`src/rtl/vco_sweep_controller.sv`:
```
// Steps a VCO control voltage through a small level table, holding each
// level for a programmable number of audio sample strobes. The strobe is a
// fractional-rate pulse derived from the system clock by an accumulator.
module vco_sweep_controller #(
    parameter int CLOCK_RATE  = 1000000,
    parameter int SAMPLE_RATE = 48000,
    parameter int DEPTH       = 8
) (
    input  logic                       clk,
    input  logic                       reset_n,
    input  logic                       wr_en,
    input  logic [$clog2(DEPTH)-1:0]   wr_addr,
    input  logic signed [15:0]         wr_data,
    input  logic [15:0]                hold_samples,
    input  logic                       start,
    input  logic                       stop,
    input  logic                       loop,
    output logic                       audio_clk_en,
    output logic signed [15:0]         v_control,
    output logic [$clog2(DEPTH)-1:0]   step_idx,
    output logic                       busy,
    output logic                       done
);

    localparam int AW    = $clog2(DEPTH);
    localparam int ACC_W = $clog2(CLOCK_RATE + SAMPLE_RATE + 1);
    localparam logic [ACC_W-1:0] SR   = ACC_W'(SAMPLE_RATE);
    localparam logic [ACC_W-1:0] CR   = ACC_W'(CLOCK_RATE);
    localparam logic [AW-1:0]    LAST = AW'(DEPTH - 1);

    typedef enum logic [1:0] {
        IDLE = 2'd0,
        ARM  = 2'd1,
        RUN  = 2'd2
    } state_t;

    logic [ACC_W-1:0]   acc_q;
    logic [ACC_W-1:0]   acc_sum;
    logic               strobe_q;
    logic signed [15:0] level_q [DEPTH];

    state_t             state_q, state_d;
    logic signed [15:0] v_q, v_d;
    logic [AW-1:0]      step_q, step_d;
    logic [15:0]        hold_lat_q, hold_lat_d;
    logic               loop_q, loop_d;
    logic [15:0]        hold_cnt_q, hold_cnt_d;
    logic               done_q, done_d;

    // Index that would be loaded on this cycle, and its value with a
    // same-cycle table write forwarded through.
    logic [AW-1:0]      load_idx;
    logic signed [15:0] load_val;

    assign acc_sum  = acc_q + SR;
    assign load_idx = (state_q == RUN && step_q != LAST) ? step_q + 1'b1 : '0;
    assign load_val = (wr_en && wr_addr == load_idx) ? wr_data : level_q[load_idx];

    // Free-running fractional strobe: SAMPLE_RATE pulses per CLOCK_RATE cycles
    always_ff @(posedge clk or negedge reset_n) begin
        if (!reset_n) begin
            acc_q    <= '0;
            strobe_q <= 1'b0;
        end else if (acc_sum >= CR) begin
            acc_q    <= acc_sum - CR;
            strobe_q <= 1'b1;
        end else begin
            acc_q    <= acc_sum;
            strobe_q <= 1'b0;
        end
    end

    // Level table, writable in any state, cleared by reset
    always_ff @(posedge clk or negedge reset_n) begin
        if (!reset_n) begin
            for (int i = 0; i < DEPTH; i++) begin
                level_q[i] <= '0;
            end
        end else if (wr_en) begin
            level_q[wr_addr] <= wr_data;
        end
    end

    // Sweep sequencer next-state and output logic
    always_comb begin
        state_d    = state_q;
        v_d        = v_q;
        step_d     = step_q;
        hold_lat_d = hold_lat_q;
        loop_d     = loop_q;
        hold_cnt_d = hold_cnt_q;
        done_d     = 1'b0;
        case (state_q)
            IDLE: begin
                if (start && !stop) begin
                    // A hold of zero would never expire; run it as one strobe
                    hold_lat_d = (hold_samples == 16'd0) ? 16'd1 : hold_samples;
                    loop_d     = loop;
                    state_d    = ARM;
                end
            end
            ARM: begin
                if (stop) begin
                    state_d = IDLE;
                    v_d     = '0;
                    step_d  = '0;
                end else if (strobe_q) begin
                    v_d        = load_val;
                    step_d     = load_idx;
                    hold_cnt_d = hold_lat_q;
                    state_d    = RUN;
                end
            end
            RUN: begin
                if (stop) begin
                    state_d = IDLE;
                    v_d     = '0;
                    step_d  = '0;
                end else if (strobe_q) begin
                    if (hold_cnt_q == 16'd1) begin
                        if (step_q != LAST || loop_q) begin
                            v_d        = load_val;
                            step_d     = load_idx;
                            hold_cnt_d = hold_lat_q;
                        end else begin
                            // Last level stays on the output after completion
                            state_d = IDLE;
                            done_d  = 1'b1;
                        end
                    end else begin
                        hold_cnt_d = hold_cnt_q - 16'd1;
                    end
                end
            end
            default: begin
                state_d = IDLE;
            end
        endcase
    end

    // Sweep sequencer state registers
    always_ff @(posedge clk or negedge reset_n) begin
        if (!reset_n) begin
            state_q    <= IDLE;
            v_q        <= '0;
            step_q     <= '0;
            hold_lat_q <= '0;
            loop_q     <= 1'b0;
            hold_cnt_q <= '0;
            done_q     <= 1'b0;
        end else begin
            state_q    <= state_d;
            v_q        <= v_d;
            step_q     <= step_d;
            hold_lat_q <= hold_lat_d;
            loop_q     <= loop_d;
            hold_cnt_q <= hold_cnt_d;
            done_q     <= done_d;
        end
    end

    assign audio_clk_en = strobe_q;
    assign v_control    = v_q;
    assign step_idx     = step_q;
    assign busy         = (state_q != IDLE);
    assign done         = done_q;

endmodule
```
`config.mk`:
```
export PLATFORM = sky130hd
export DESIGN_NAME = vco_sweep_controller
export DESIGN_NICKNAME = d
export VERILOG_FILES = /design/src/rtl/vco_sweep_controller.sv
export SDC_FILE = /design/constraint.sdc
export NUM_CORES = 1
export LEC_CHECK = 0
export CORE_MARGIN = 4
export CORE_UTILIZATION = 60
export DETAILED_ROUTE_END_ITERATION = 10
export GPL_TIMING_DRIVEN = 0
export PLACE_DENSITY_LB_ADDON = 0.12
export SLEW_MARGIN = 20
export SYNTH_ARGS = -nofsm -noshare
export SYNTH_HDL_FRONTEND = slang
export SYNTH_SLANG_ARGS = --single-unit
```
`constraint.sdc`:
```
create_clock -name clk -period 2.83 [get_ports clk]
set_clock_uncertainty 0.15 [all_clocks]
set_input_delay 0.4245 -clock clk [delete_from_list [all_inputs] [get_ports clk]]
set_output_delay 0.4245 -clock clk [all_outputs]
set_load 0.03 [all_outputs]
```
==> metrics.txt <==
status finished, final reports clean; final core occ 72.1%; post-route ant nets 0; Final WS setup 0.0954 ns; Critical Path End Type flop; Nets 947; Final setup viols 0; Largest delay share family, worst path compound AO/OA/AOI/OAI gates; core area 15900 um2; final setup TNS 0 ns; hold worst-path end v_control[15]; Root Driver clkbuf_16; EDFF count, synth 0; Tmin final 2.73 ns; Num CTS Buffers 17; routed wire length 23.9 mm; CTS tree yes; DRC Markers 0; All-Layer GR Usage 26.9%; largest net degree at the start of global routing 109; dpl cell area 10600 um2; total iterations of the first detailed-routing run 5; critical path data required time 3.00 ns; Post-synth top flop dfrtp_1; Lkg Pwr 4.74 nW; CP dominant cell by count ha_1; Setup CP Type flop to flop; FF-to-FF Start step_idx[0]; Reg clk slew, reported paths 0.07 ns; hold slack 0.243 ns; number of global-route vias before repair 7199; Avg WL per Cell 21.3 um; max-cap violation count 0; slew of the pin with the lowest slew margin 0.935 ns; width of the die 135 um; final hold vios 0; first-pass GRT wire length 38.2 mm; # IOs 63; sequential share of the synthesized area 50.9%; post-route cell area 11500 um2; post-synthesis net count 857; pre-CTS setup slack -0.447 ns; Slew headroom 37.6%; period utilization 96.6%; hold path cells 2; DR vias/cell 6.31; WP data arrival 2.90 ns; Worst Reg2Reg Path Length in Cells 9; RSZ-0062 raised after global routing true; Clock Latency Late Sink 0.45 ns; GP Congestion 0.855; DP HPWL 16.1 mm; Yosys warning total 0; CTS Sinks 198; Synth cell types 74; grt ovf 0; clock buffer depth 2; PwrDens 788 nW/um2; CP Cell Sequence ha_1 -> ha_1 -> nand2b_2 -> or2_2 -> clkbuf_4 -> a221oi_1 -> o211ai_1 -> o21ai_1 -> o21ai_0; Crit-path slowest cell dfrtp_2; P&R area growth vs syn 17.8%; Worst setup SP type flop; cell count after synthesis 804; most frequent cells in the layout 196 x dfrtp_1, 146 x mux2_2, 64 x o21ai_0; antenna violations before repair 0; Antenna diodes 0; CTS H-tree depth 4; CP peak stage delay 0.45 ns; worst-path fanout max 10; Post-synth ARST share 100%; Min-Delay Path Class input pin to flop; Worst Path Buf+Inv 1; I/O Buffers 58; 1st-iter DRT viols 551; worst r2r dst v_control[14]; die span in y 135 um; DIE AREA 18300 um2; Fmax achieved 0.366 GHz; peak supply drop 548 uV; final slew viol count 0; Reg2Reg Setup Slack 0.1 ns; detailed-route via count 7089; num rows 46; share of layout cells above drive strength 1 31.5%; average size of a mapped cell 12.1 um2; Post-Syn Area 9730 um2; most common cell after layout, fill and taps aside dfrtp_1; Seq cells post-synth 198; hold_sp stop; Initial Utilization 61.2%
==> metal layers <==
| layer | wire [um] | up-vias | global-route usage [%] |
|---|---|---|---|
| met5 | 0 | - | 0 |
| met4 | 399 | 0 | 7.95 |
| met3 | 1610 | 34 | 5.53 |
| met2 | 11400 | 239 | 42.8 |
| met1 | 10400 | 3625 | 37.7 |
| li1 | - | 3191 | - |
==> Yosys cell counts (all sizes together) (2+ instances only) <==
| master | count | share of area, % |
|---|---|---|
| dfrtp | 198 | 51 |
| a211oi | 5 | 0.51 |
| a21oi | 22 | 1.1 |
| and2 | 3 | 0.19 |
| nand3b | 3 | 0.23 |
| clkbuf | 29 | 1.2 |
| nand2 | 58 | 2.2 |
| nand4b | 3 | 0.27 |
| ha | 12 | 1.5 |
| a211o | 2 | 0.18 |
| inv | 16 | 0.62 |
| nor3b | 5 | 0.54 |
| o2bb2ai | 7 | 0.63 |
| nor3 | 17 | 1.1 |
| mux2 | 146 | 17 |
| xnor2 | 9 | 0.81 |
| nor4 | 7 | 0.45 |
| nor2b | 6 | 0.39 |
| nand2b | 7 | 0.53 |
| a31o | 4 | 0.36 |
| nand4 | 8 | 0.51 |
| and3b | 2 | 0.19 |
| or2 | 4 | 0.26 |
| a22oi | 7 | 0.54 |
| o21ai | 67 | 3.5 |
| or4 | 2 | 0.19 |
| a41oi | 2 | 0.18 |
| xor2 | 4 | 0.44 |
| mux2i | 4 | 0.41 |
| nand3 | 7 | 0.36 |
| o31ai | 5 | 0.53 |
| mux4 | 15 | 3.5 |
| buf | 18 | 1.1 |
| nor2 | 25 | 0.96 |
| or3 | 5 | 0.37 |
| a221oi | 31 | 2.8 |
| o211ai | 18 | 1.5 |
==> report_power, final <==
part / total, mW / switching [mW] / leakage (nW) / internal, mW
registers: 4.00 / 0.476 / 2.41 / 3.52
clock network: 2.48 / 1.20 / 0.295 / 1.27
logic: 2.55 / 1.36 / 2.03 / 1.20
==> cell type report <==
class / instances / area, um2
Multi-Input combinational cell: 543 / 4590
Clock inverter: 15 / 179
Inverter: 16 / 60.1
Buffer: 47 / 269
Timing Repair Buffer: 71 / 706
Clock buffer: 17 / 425
Sequential cell: 198 / 4960
Fill cell: 1104 / 4430
Tap cell: 216 / 270
==> cell families after synthesis <==
| logic type | share of synthesized area (%) |
|---|---|
| muxes | 20.8 |
| buffers and inverters | 2.97 |
| and+or+nand+nor | 9.42 |
| DFF | 50.9 |
| xor gates and xnor gates | 1.25 |
| adders and majority gates | 1.54 |
| AOI/OAI and AO/OA | 13.1 |
==> sequential cells by signal, summed over array words and instances (netlist names) <==
| name | flops |
|---|---|
| audio_clk_en | 1 |
| step_idx | 3 |
| state_q | 2 |
| done | 1 |
| acc_q | 14 |
| v_control | 16 |
| hold_cnt_q | 16 |
| loop_q | 1 |
| level_q | 128 |
| hold_lat_q | 16 |
==> through the flow <==
stage / total power, mW / cells
6_report: 9.03 / 1123
3_5_place_dp: 6.46 / 1079
3_3_place_gp: 6.32 / 1078
2_1_floorplan: 5.61 / 804
4_1_cts: 8.98 / 1117
5_1_grt: 9.49 / 1123
==> worst max-delay path by stage <==
stage,from,end,slack [ns],depth (start not counted)
after CTS,step_idx[0],v_control[6],0.02,9
final,step_idx[0],v_control[14],0.1,9
after floorplan,step_idx[0],v_control[9],0.14,9
after global routing,step_idx[0],v_control[10],-0.03,9
after global placement,reset_n,level_q[34],-6.47,1
after detailed placement,step_idx[0],v_control[14],-0.45,8
==> what timing repair did <==
| item | 4_1_cts | 5_1_grt |
|---|---|---|
| endpoints found under the hold margin | 90 | 0 |
| pin swaps | 1 | 1 |
| endpoints found under the setup margin | 19 | 37 |
| resized for setup | 16 | 40 |
| hold buffers | 1 | 0 |
| setup buffers | 5 | 6 |
==> worst register-to-register path, cell delays in order, from the launching register on <==
cell      delay (ns)
dfrtp_2         0.45
ha_1            0.21
ha_1            0.28
nand2b_2        0.27
or2_2           0.33
clkbuf_4        0.22
a221oi_1        0.28
o211ai_1        0.15
o21ai_1         0.14
o21ai_0         0.13
Power figures use the tool's default switching activity.
